## config.mk

```make
export PLATFORM = sky130hd
export DESIGN_NAME = ctrl_cnt_nest
export DESIGN_NICKNAME = d
export VERILOG_FILES = /design/src/rtl/ctrl_cnt_pkg.sv /design/src/rtl/ctrl_cnt_lvl.sv /design/src/rtl/ctrl_cnt_nest.sv
export SDC_FILE = /design/constraint.sdc
export NUM_CORES = 1
export LEC_CHECK = 0
export CAP_MARGIN = 10
export CORE_ASPECT_RATIO = 0.6
export CORE_MARGIN = 2
export CORE_UTILIZATION = 35
export DETAILED_ROUTE_END_ITERATION = 7
export DONT_BUFFER_PORTS = 1
export GPL_TIMING_DRIVEN = 0
export PLACE_DENSITY_LB_ADDON = 0.08
export RECOVER_POWER = 100
export SLEW_MARGIN = 10
export SYNTH_ARGS = -nofsm -noshare
export SYNTH_HDL_FRONTEND = slang
export SYNTH_SLANG_ARGS = --single-unit
```

## constraint.sdc

```tcl
create_clock -name clk -period 3.25 [get_ports clk]
set_clock_uncertainty 0.05 [all_clocks]
set_input_delay 0.65 -clock clk [delete_from_list [all_inputs] [get_ports clk]]
set_output_delay 0.65 -clock clk [all_outputs]
set_load 0.005 [all_outputs]
```

## src/rtl/ctrl_cnt_pkg.sv

```systemverilog
// Shared definitions for the nested done-counter: width helper, count type and level limit.
package ctrl_cnt_pkg;

  localparam int N_LVL_MAX = 4;
  localparam int MNO_DEF   = 288;

  function automatic int cnt_width(input int mno);
    return $clog2(mno + 1);
  endfunction

  localparam int CW = cnt_width(MNO_DEF);

  typedef logic [CW-1:0] cnt_t;

endpackage

```

## src/rtl/ctrl_cnt_lvl.sv

```systemverilog
// One level of the nested counter: a 1-based count that wraps at its loaded maximum.
module ctrl_cnt_lvl
  import ctrl_cnt_pkg::*;
#(
  parameter int W = CW
) (
  input  logic         clk,
  input  logic         rst_n,
  input  logic         clear,
  input  logic         load,
  input  logic         advance,
  input  logic [W-1:0] max_val,
  output logic [W-1:0] count,
  output logic         at_max,
  output logic         at_max_m1
);

  logic [W-1:0] c;
  logic [W-1:0] m;

  // A loaded maximum of 0 is stored as 1 so the level always has a legal range.
  always_ff @(posedge clk) begin
    if (!rst_n) begin
      c <= W'(1);
      m <= W'(1);
    end else if (clear) begin
      c <= W'(1);
    end else if (load) begin
      m <= (max_val == '0) ? W'(1) : max_val;
      c <= W'(1);
    end else if (advance) begin
      c <= (c == m) ? W'(1) : c + W'(1);
    end
  end

  assign count     = c;
  assign at_max    = (c == m);
  assign at_max_m1 = (m != W'(1)) && (c == m - W'(1));

endmodule

```

## src/rtl/ctrl_cnt_nest.sv

```systemverilog
// Nested done-counter: carry chain across levels, end-of-layer saturation and overrun flag.
module ctrl_cnt_nest
  import ctrl_cnt_pkg::*;
#(
  parameter int  MNO      = 288,
  parameter int  N_LVL    = 3,
  parameter int  SAT_MODE = 0,
  localparam int CNT_W    = cnt_width(MNO)
) (
  input  logic                   clk,
  input  logic                   rst_n,
  input  logic                   valid_ac3,
  input  logic                   cnt_load,
  input  logic                   cnt_clear,
  input  logic [N_LVL*CNT_W-1:0] max_val,
  output logic [N_LVL*CNT_W-1:0] cnt,
  output logic [N_LVL-1:0]       last_fil,
  output logic [N_LVL-1:0]       done_ac3,
  output logic                   all_done,
  output logic                   ovf
);

  logic [N_LVL-1:0] adv;
  logic [N_LVL-1:0] at_max;
  logic [N_LVL-1:0] at_max_m1;
  logic             beat;
  logic             hold;

  // Clear and load both swallow a coincident beat.
  assign beat   = valid_ac3 & ~cnt_clear & ~cnt_load;
  assign hold   = (SAT_MODE != 0) && all_done;
  assign adv[0] = beat & ~hold;

  genvar i;
  generate
    for (i = 1; i < N_LVL; i++) begin : g_carry
      assign adv[i] = adv[i-1] & at_max[i-1];
    end

    for (i = 0; i < N_LVL; i++) begin : g_lvl
      ctrl_cnt_lvl #(.W(CNT_W)) u_lvl (
        .clk      (clk),
        .rst_n    (rst_n),
        .clear    (cnt_clear),
        .load     (cnt_load),
        .advance  (adv[i]),
        .max_val  (max_val[i*CNT_W +: CNT_W]),
        .count    (cnt[i*CNT_W +: CNT_W]),
        .at_max   (at_max[i]),
        .at_max_m1(at_max_m1[i])
      );
    end
  endgenerate

  assign done_ac3 = at_max;
  assign last_fil = at_max_m1;
  assign all_done = &at_max;

  // Overrun is sticky until the layer is restarted by clear, load or reset.
  always_ff @(posedge clk) begin
    if (!rst_n) begin
      ovf <= 1'b0;
    end else if (cnt_clear || cnt_load) begin
      ovf <= 1'b0;
    end else if (beat && hold) begin
      ovf <= 1'b1;
    end
  end

endmodule

```

==> impl_metrics.json, run 1 <==
{
  "cp_slowest_cell": "or4_1",
  "number_of_global_route_vias_before_repair": 2943,
  "timing.final.max_slew_violations": 0,
  "leakage_nw": 1.29,
  "clock_insertion_delay_worst_skew_ns": 0.29,
  "fp.dieW_microns": 132,
  "core_outline_area_sq_um": 9360,
  "grt_first_pass_wirelength_mm": 16.0,
  "design.final.nets": 481,
  "critPathKind": "reg2out",
  "worstMarginPinSlew_ns": 0.669,
  "fillerInstances": 1006,
  "largest_net_degree_at_the_start_of_global_routing": 15,
  "antenna_found_initial": 0,
  "routed-via-count": 3124,
  "cap_violations": 0,
  "wirelength_met1_mm": 5.63,
  "drive_gt1_share_pct": 6.14,
  "clk_slew_on_worst_s_h_paths_ns": 0.07,
  "antenna_cells": 0,
  "power.density_cell_area_nw_per_um2": 385,
  "cp_slowest_stage_delay_ns": 0.57,
  "syn_nets": 473,
  "place_hpwl_mm": 7.98,
  "final.setup.tns_ns": 0,
  "part_of_the_yosys_area_used_for_sequential_elements_pct": 31.4,
  "syn-mean-instance-area_sq_um": 7.98,
  "finalSetupViolations": 0,
  "critPathTopFamily": "simple AND/OR/NAND/NOR gates",
  "cp.arrival_ns": 2.50,
  "yosys.area.top_type_share_pct": 31.4,
  "floorplan.die.height_microns": 80.9,
  "worstHoldPathType": "in2reg",
  "dominant_cells_by_area_after_synthesis": "dfxtp_1 31%, nand2_1 7.2%, xnor2_1 7.1%",
  "drt-initial-drc-count": 243,
  "min_period_ns": 3.20,
  "totalPowerFinal_w": 0.00144,
  "synthFlopType": "dfxtp_1",
  "ys_warn_count": 0,
  "peakVddDrop_mv": 0.213,
  "routed-wl-met3_microns": 811,
  "status": "completed",
  "crit_fanout": 6,
  "tritoncts.num_buffers": 5,
  "area_of_the_mapped_netlist_sq_um": 3450,
  "asyncSetResetFlopFracSynth_pct": 0,
  "route.detailed.wl_per_inst_microns": 17.6,
  "ctsHoldBuffers": 0,
  "final_min_period_over_clock_period_pct": 98.4,
  "wl_met2_mm": 3.46,
  "syn_inst": 432,
  "initial_core_util_pct": 36.8,
  "place.port_buffers": 0,
  "critical_path.startpoint_type": "register",
  "required_ns": 2.55,
  "timing.critical_path.cells": "or4_1, or4b_1, o21ai_1, a32oi_1, nor4_1, buf_4",
  "crit_buf_inv": 1,
  "viasPerCell": 5.48,
  "grt_overflow": 0,
  "floorplan.rows": 27,
  "post-route-drc-count": 0,
  "detail_route.wirelength_mm": 10.0,
  "slew_headroom_pct": 55.1,
  "total_grt_usage_pct": 19.3,
  "ys_ff_latch": 54,
  "cts-root-to-sink-buffers": 2,
  "maximum_achievable_frequency_ghz": 0.313,
  "die_area_sq_um": 10700,
  "place.gp.congestion": 0.855,
  "remaining_antenna_violation_count_after_routing": 0,
  "clock_sink_count": 54,
  "netlist-cell-type-count": 54,
  "final-hold-violation-count": 0,
  "area_delta_synth_final_pct": 8.75,
  "ctsHtreeMaxLevel": 2,
  "detail_route.first_pass.iterations": 7,
  "synth_edf_count": 0,
  "cp-end-kind": "output pin",
  "dr.max_layer_used": "met4",
  "tritoncts": "done",
  "cts_root_buffer": "clkbuf_16",
  "synth_area_leader_cell": "dfxtp_1",
  "pin_count": 67
}
==> placed cells by master, fill, tap and decap left out, drive strengths merged, types with 14 or more instances in the layout <==
master,synthesis,final
nor2,19,19
nor4,14,14
nand2,66,66
xnor2,28,28
a21oi,15,15
nand3,14,14
xor2,25,25
clkbuf,20,31
nand4,14,14
o21ai,18,18
a21boi,24,24
dfxtp,54,54
==> what timing repair did <==
item | 4_1_cts | 5_1_grt
resized for setup | 3 | 4
endpoints found under the setup margin | 2 | 1
gates cloned | 0 | 0
pin swaps | 0 | 1
endpoints found under the hold margin | 0 | 0
buffers inserted | 0 | 1
==> state kept, by name, indices dropped and copies added (netlist names) <==
signal             cells
g_lvl.u_lvl.m         27
g_lvl.u_lvl.count     27
==> worst reg2reg max path, cell delays in order (launching register included) <==
cell      delay [ns]
dfxtp_1         0.39
clkbuf_1        0.30
xor2_1          0.11
nor4_1          0.48
nand4_1         0.45
o21ai_1         0.68
o22ai_1         0.15
==> logic make-up (layout without fill, tap and decap cells) <==
family                     count (synthesis)  after routing  synth area share (%)
DFF                                       54             54                  31.4
adders and majority gates                  9              9                  3.27
and+or+nand+nor                          187            187                  29.4
AOI/OAI and AO/OA                         83             83                  16.1
xor gates and xnor gates                  53             53                  13.5
buffers and inverters                     45             53                  6.25
other                                      1              1                 0.109
==> stage by stage <==
step                utilization [%]  setup slack (ns)  cells  instance area, sq um  hold slack (ns)
CTS                            40.1            0.0353    569                  3750            0.437
detailed placement             38.6             0.259    562                  3610            0.446
finish                         40.0            0.0519    570                  3750            0.442
global route                   40.0           -0.0383    570                  3750            0.449
floorplan                         -             0.527    432                  3450            0.405
global placement               38.6             0.231    562                  3610            0.430
==> power breakdown <==
part	internal, W	switching, W
registers	0.000677	0.0000237
clock network	0.000283	0.000230
logic	0.0000939	0.000135
total	0.00105	0.000388
==> cell usage after synthesis (all sizes together), types with 2 or more instances <==
library cell and instances:
a21oi 15, inv 11, or4b 2, and3 8
a32oi 2, or4 11, nand4 14, a31oi 3
nor3 8, o31ai 8, a211oi 4, nand2 66
o21ai 18, xor2 25, o22ai 2, nor2b 2
xnor2 28, nor4b 2, or3 10, dfxtp 54
and2 4, nor2 19, ha 9, nor4 14
buf 14, clkbuf 20, a21boi 24, nand2b 5
nand3 14, nor3b 3
==> worst paths after layout <==
| kind | from | endpoint | slack, ns | depth (start not counted) |
|---|---|---|---|---|
| setup / recovery | g_lvl[2].u_lvl.m[4]$_SDFFE_PN0P_ | last_fil[2] | 0.05 | 6 |
| hold / removal | max_val[10] | g_lvl[1].u_lvl.m[1]$_SDFFE_PN0P_ | 0.44 | 2 |
| setup reg to reg | g_lvl[0].u_lvl.count[1]$_SDFFE_PP0P_ | g_lvl[2].u_lvl.count[1]$_SDFFE_PP0P_ | 0.51 | 6 |
| hold reg to reg | g_lvl[2].u_lvl.m[7]$_SDFFE_PN0P_ | g_lvl[2].u_lvl.m[7]$_SDFFE_PN0P_ | 0.46 | 2 |
==> layer usage <==
metal	vias to the layer above	track usage, %
met4	0	5.00
met1	1452	31.2
met3	10	4.62
met5	-	0
li1	1551	-
met2	111	24.1
==> final cells by class <==
cell class	count	area, sq um	share of cell area, %
multi-input cells	333	2140	57.2
well taps	130	163	4.34
inverters	11	41.3	1.10
repair buffers	1	7.51	0.200
flip-flops and latches	54	1090	29.0
clock buffers	7	133	3.54
plain buffers	34	171	4.57
No activity file was read; power rests on OpenSTA's default activity.
==> run 2: changes to the inputs <==
--- a/config.mk
+++ b/config.mk
@@ -10,7 +10,6 @@
 export CORE_MARGIN = 2
 export CORE_UTILIZATION = 35
 export DETAILED_ROUTE_END_ITERATION = 7
-export DONT_BUFFER_PORTS = 1
 export GPL_TIMING_DRIVEN = 0
 export PLACE_DENSITY_LB_ADDON = 0.08
 export RECOVER_POWER = 100
==> impl_metrics.json, run 2 (synthesis gave the netlist of run 1 again) <==
{
  "crit_buf_inv": 2,
  "status": "completed",
  "placed_cells_incl_taps": 627,
  "cp_slowest_cell": "or4_4",
  "critical_path.startpoint_type": "register",
  "viasPerCell": 5.19,
  "layout.cells.most_common": "nand2_1",
  "worst-r2r-setup-slack_ns": 0.91,
  "worstHoldEndpoint": "g_lvl[2].u_lvl.m[5]$_SDFFE_PN0P_",
  "clock_insertion_delay_worst_skew_ns": 0.30,
  "clock_sink_count": 54,
  "cp-end-kind": "output pin",
  "slew_headroom_pct": 54.0,
  "final.setup.tns_ns": 0,
  "drive_gt1_share_pct": 10.8,
  "finalSetupViolations": 0,
  "critical-path-top-cell-by-count": "or4_4",
  "setup_repair_after_global_routing_missed_its_margin": "yes",
  "place.gp.congestion": 0.868,
  "remaining_antenna_violation_count_after_routing": 0,
  "maximum_achievable_frequency_ghz": 0.308,
  "final-instance-count-excl-fill": 632,
  "number_of_global_route_vias_before_repair": 2925,
  "route.detailed.wl_per_inst_microns": 15.5,
  "post-route-drc-count": 0,
  "place.port_buffers": 65,
  "worstMarginPinSlew_ns": 0.685,
  "grt_first_pass_wirelength_mm": 15.6,
  "critPathTopFamily": "simple AND/OR/NAND/NOR gates",
  "cp_slowest_stage_delay_ns": 0.53,
  "reg2reg_depth": 5,
  "cp.arrival_ns": 2.55,
  "drt-initial-drc-count": 241,
  "clk_slew_on_worst_s_h_paths_ns": 0.06,
  "grt_overflow": 0,
  "cts-root-to-sink-buffers": 2,
  "total_grt_usage_pct": 18.7,
  "worstHoldStart": "g_lvl[2].u_lvl.m[5]$_SDFFE_PN0P_",
  "worstHoldPathType": "reg2reg",
  "die_area_sq_um": 10700,
  "crit_fanout": 4,
  "routed-via-count": 3283,
  "tritoncts.num_buffers": 5,
  "detail_route.first_pass.iterations": 4,
  "leakage_nw": 1.65,
  "totalPowerFinal_w": 0.00156,
  "initial_core_util_pct": 36.8,
  "fp.dieW_microns": 132,
  "core_outline_area_sq_um": 9360,
  "peakVddDrop_mv": 0.197,
  "reg2reg_to": "g_lvl[2].u_lvl.count[1]$_SDFFE_PP0P_",
  "min_period_ns": 3.25,
  "antenna_found_initial": 0,
  "pin_count": 67,
  "place_hpwl_mm": 7.76,
  "design.final.nets": 542,
  "floorplan.rows": 27,
  "timing.critical_path.cells": "or4_4, or4_4, a32oi_2, o21ai_1, a2111oi_2, buf_4, buf_6",
  "whs_path_depth": 2,
  "final-hold-violation-count": 0,
  "antenna_cells": 0,
  "floorplan.die.height_microns": 80.9,
  "ctsHoldBuffers": 0,
  "ctsHtreeMaxLevel": 2,
  "cap_violations": 0,
  "power.density_cell_area_nw_per_um2": 343,
  "tritoncts": "done",
  "largest_net_degree_at_the_start_of_global_routing": 16,
  "final_min_period_over_clock_period_pct": 100,
  "most_frequent_cells_in_the_layout": "66 x nand2_1, 45 x dfxtp_1, 43 x clkdlybuf4s50_1, 25 x xnor2_1, 25 x xor2_1",
  "timing.final.max_slew_violations": 0,
  "crit-reg2reg-launch": "g_lvl[0].u_lvl.count[5]$_SDFFE_PP0P_",
  "required_ns": 2.55,
  "cts_root_buffer": "clkbuf_16",
  "critPathKind": "reg2out",
  "detail_route.wirelength_mm": 9.80,
  "area_delta_synth_final_pct": 31.6
}
==> run 2: repair_timing <==
action / 4_1_cts / 5_1_grt
endpoints found under the setup margin: 4 / 5
gates resized for setup: 18 / 19
buffers inserted: 1 / 2
cloned: 0 / 0
pin swaps: 4 / 3
==> run 2: per-layer routing <==
metal / wire length (microns) / GRT usage (%)
met3: 541 / 3.93
met2: 3570 / 25.1
met4: 119 / 5.00
met5: 0 / 0
met1: 5570 / 29.2
==> run 2: per-stage QoR <==
| stage | hold slack (ns) | worst slack, ns | cell area, sq um | utilization, % |
|---|---|---|---|---|
| 2_1_floorplan | 0.405 | 0.527 | 3450 | - |
| 3_3_place_gp | 0.441 | -0.184 | 4260 | 45.5 |
| 3_5_place_dp | 0.446 | -0.304 | 4260 | 45.5 |
| 4_1_cts | 0.451 | -0.109 | 4460 | 47.6 |
| 5_1_grt | 0.475 | -0.0899 | 4530 | 48.5 |
| 6_report | 0.450 | 0.00107 | 4530 | 48.5 |
==> run 2: worst max path at each step <==
stage	startpoint	endpoint	slack (ns)	depth (start not counted)
after floorplan	g_lvl[1].u_lvl.m[0]$_SDFFE_PN1P_	last_fil[1]	0.53	8
after global placement	g_lvl[1].u_lvl.m[0]$_SDFFE_PN1P_	last_fil[1]	-0.18	9
after detailed placement	g_lvl[1].u_lvl.m[0]$_SDFFE_PN1P_	last_fil[1]	-0.30	9
after CTS	g_lvl[1].u_lvl.m[2]$_SDFFE_PN0P_	last_fil[1]	-0.11	8
after global routing	g_lvl[2].u_lvl.m[4]$_SDFFE_PN0P_	last_fil[2]	-0.09	7
final	g_lvl[1].u_lvl.m[0]$_SDFFE_PN1P_	last_fil[1]	0.001	7
==> run 2: area by class of cell <==
type / count / area, sq um
inverters: 11 / 41.3
clock inverters: 1 / 5.00
multi-input cells: 333 / 2260
clock buffers: 7 / 143
flip-flops and latches: 54 / 1100
plain buffers: 28 / 143
well taps: 130 / 163
fillers: 944 / 4820
repair buffers: 68 / 673
==> run 2: power breakdown <==
part           internal (W)  switching [W]  leakage, nW
clock network      0.000306       0.000240       0.0739
registers          0.000677      0.0000300        0.442
logic              0.000154       0.000150         1.14
total               0.00114       0.000420         1.65
==> run 2: worst register-to-register path: stages (launching register included) <==
cell and delay (ns):
dfxtp_1 0.40, xnor2_1 0.35, nor4b_4 0.34, nand4_2 0.29
o21ai_1 0.63, o22ai_1 0.15
==> run 3: changes to the inputs <==
--- a/config.mk
+++ b/config.mk
@@ -13,7 +13,9 @@
 export GPL_TIMING_DRIVEN = 0
 export PLACE_DENSITY_LB_ADDON = 0.08
 export RECOVER_POWER = 100
+export SETUP_SLACK_MARGIN = 0.2
 export SLEW_MARGIN = 10
 export SYNTH_ARGS = -nofsm -noshare
 export SYNTH_HDL_FRONTEND = slang
 export SYNTH_SLANG_ARGS = --single-unit
+export TNS_END_PERCENT = 30
==> impl_metrics.json, run 3 (synthesis gave the netlist of run 1 again) <==
{
  "final_core_util_pct": 49.8,
  "place_hpwl_mm": 7.76,
  "cts-root-to-sink-buffers": 2,
  "design.final.nets": 554,
  "tritoncts": "done",
  "grt_overflow": 0,
  "crit_buf_inv": 2,
  "worstMarginPinSlew_ns": 0.648,
  "final-hold-violation-count": 0,
  "viasPerCell": 5.16,
  "crit_fanout": 4,
  "leakage_nw": 1.73,
  "cp-end-kind": "output pin",
  "reg2reg_depth": 8,
  "min_period_ns": 3.27,
  "clk_slew_on_worst_s_h_paths_ns": 0.06,
  "cp_slowest_cell": "or4_4",
  "critPathTopFamily": "simple AND/OR/NAND/NOR gates",
  "core_outline_area_sq_um": 9360,
  "antenna_found_initial": 0,
  "floorplan.rows": 27,
  "final.setup.tns_ns": -0.0199,
  "critical-path-top-cell-by-count": "or4_4",
  "clock_insertion_delay_worst_skew_ns": 0.30,
  "cts_root_buffer": "clkbuf_16",
  "timing.final.max_slew_violations": 0,
  "most_frequent_cells_in_the_layout": "66 x nand2_1, 44 x dfxtp_1, 39 x clkdlybuf4s50_1, 25 x xor2_1, 24 x dlygate4sd3_1",
  "total_grt_usage_pct": 18.8,
  "cp_slowest_stage_delay_ns": 0.53,
  "critPathKind": "reg2out",
  "timing.critical_path.cells": "or4_4, or4_4, a32oi_2, o21ai_1, a2111oi_2, buf_4, buf_6",
  "place.gp.congestion": 0.868,
  "final_min_period_over_clock_period_pct": 101,
  "number_of_global_route_vias_before_repair": 2942,
  "slew_headroom_pct": 56.5,
  "placed_cells_incl_taps": 627,
  "peakVddDrop_mv": 0.197,
  "fp.dieW_microns": 132,
  "initial_core_util_pct": 36.8,
  "critical_path.startpoint_type": "register",
  "grt_first_pass_wirelength_mm": 15.7,
  "ctsHtreeMaxLevel": 2,
  "pin_count": 67,
  "floorplan.die.height_microns": 80.9,
  "area_delta_synth_final_pct": 35.3,
  "detail_route.first_pass.iterations": 4,
  "final-instance-count-excl-fill": 644,
  "placed_cell_area_sq_um": 4260,
  "clock_sink_count": 54,
  "violations_in_the_final_reports": "negative setup slack",
  "worst-path-stages": 7,
  "final.hold.worst_slack_ns": 0.465,
  "finished_layout_cell_area_sq_um": 4660,
  "whs_path_depth": 2,
  "power.density_cell_area_nw_per_um2": 339,
  "tritoncts.num_buffers": 5,
  "finalSetupViolations": 1,
  "largest_net_degree_at_the_start_of_global_routing": 16,
  "maximum_achievable_frequency_ghz": 0.306,
  "setup_repair_after_global_routing_missed_its_margin": "yes",
  "detail_route.wirelength_mm": 9.94,
  "status": "finished, violations left",
  "setup_ws_post_layout_ns": -0.0199,
  "die_area_sq_um": 10700,
  "remaining_antenna_violation_count_after_routing": 0,
  "ctsHoldBuffers": 0,
  "antenna_cells": 0,
  "route.detailed.wl_per_inst_microns": 15.4,
  "worstHoldPathType": "reg2reg",
  "post-route-drc-count": 0,
  "routed-via-count": 3320,
  "cap_violations": 0,
  "cp.arrival_ns": 2.57,
  "required_ns": 2.55,
  "layout.cells.most_common": "nand2_1",
  "drive_gt1_share_pct": 14.4,
  "place.port_buffers": 65,
  "drt-initial-drc-count": 275
}
==> run 3: cell types whose count changed in the layout (fill, tap and decap cells not counted), moves of 4 or more <==
cell | previous run | this run
a21boi_0 | 8 | 23
a21boi_1 | 16 | 1
buf_4 | 10 | 18
clkbuf_2 | 0 | 6
clkdlybuf4s50_1 | 43 | 39
dlygate4sd3_1 | 20 | 24
==> run 3: final timing paths <==
| kind | end | start | slack, ns |
|---|---|---|---|
| setup reg to reg | g_lvl[2].u_lvl.count[7]$_SDFFE_PP0P_ | g_lvl[0].u_lvl.count[1]$_SDFFE_PP0P_ | 0.83 |
| hold reg to reg | g_lvl[1].u_lvl.m[7]$_SDFFE_PN0P_ | g_lvl[1].u_lvl.m[7]$_SDFFE_PN0P_ | 0.47 |
| setup / recovery | last_fil[1] | g_lvl[1].u_lvl.m[0]$_SDFFE_PN1P_ | -0.02 |
| hold / removal | g_lvl[1].u_lvl.m[7]$_SDFFE_PN0P_ | g_lvl[1].u_lvl.m[7]$_SDFFE_PN0P_ | 0.47 |
==> run 3: cell type report <==
class,instances,area (sq um)
inverters,11,41.3
repair buffers,74,721
clock buffers,7,143
flip-flops and latches,54,1110
well taps,130,163
fillers,945,4700
plain buffers,34,186
clock inverters,1,5.00
multi-input cells,333,2290
==> run 3: routing by layer <==
layer,vias up,global-route usage [%],wire (microns)
met3,7,3.93,552
met2,80,25.5,3710
met5,-,0,0
met1,1546,29.3,5600
li1,1687,-,-
met4,0,5.00,82
==> run 3: metrics by stage <==
step,total power [W],setup WS (ns)
6_report,0.00158,-0.0199
5_1_grt,0.00165,-0.0602
3_3_place_gp,0.00100,-0.184
3_5_place_dp,0.00101,-0.304
2_1_floorplan,0.000892,0.527
4_1_cts,0.00156,-0.184
==> run 3: report_power, final <==
part	internal, W	total (W)	leakage (nW)	switching (W)
Sequential	0.000676	0.000701	0.442	0.0000246
Combinational	0.000173	0.000336	1.21	0.000162
Clock	0.000306	0.000546	0.0739	0.000239
Total	0.00116	0.00158	1.73	0.000426
==> run 3: timing repair <==
action,in CTS,in global routing
pin swaps,10,10
gates resized for setup,31,41
setup endpoints to repair,6,7
setup buffers,3,6
==> run 3: worst register-to-register path, cell delays in order (launching register included) <==
cell and delay [ns]:
dfxtp_1 0.33, buf_2 0.18, xor2_1 0.20, nor4_4 0.33, buf_4 0.16, nand4_1 0.16
clkbuf_1 0.27, or4_1 0.51, a21oi_1 0.17
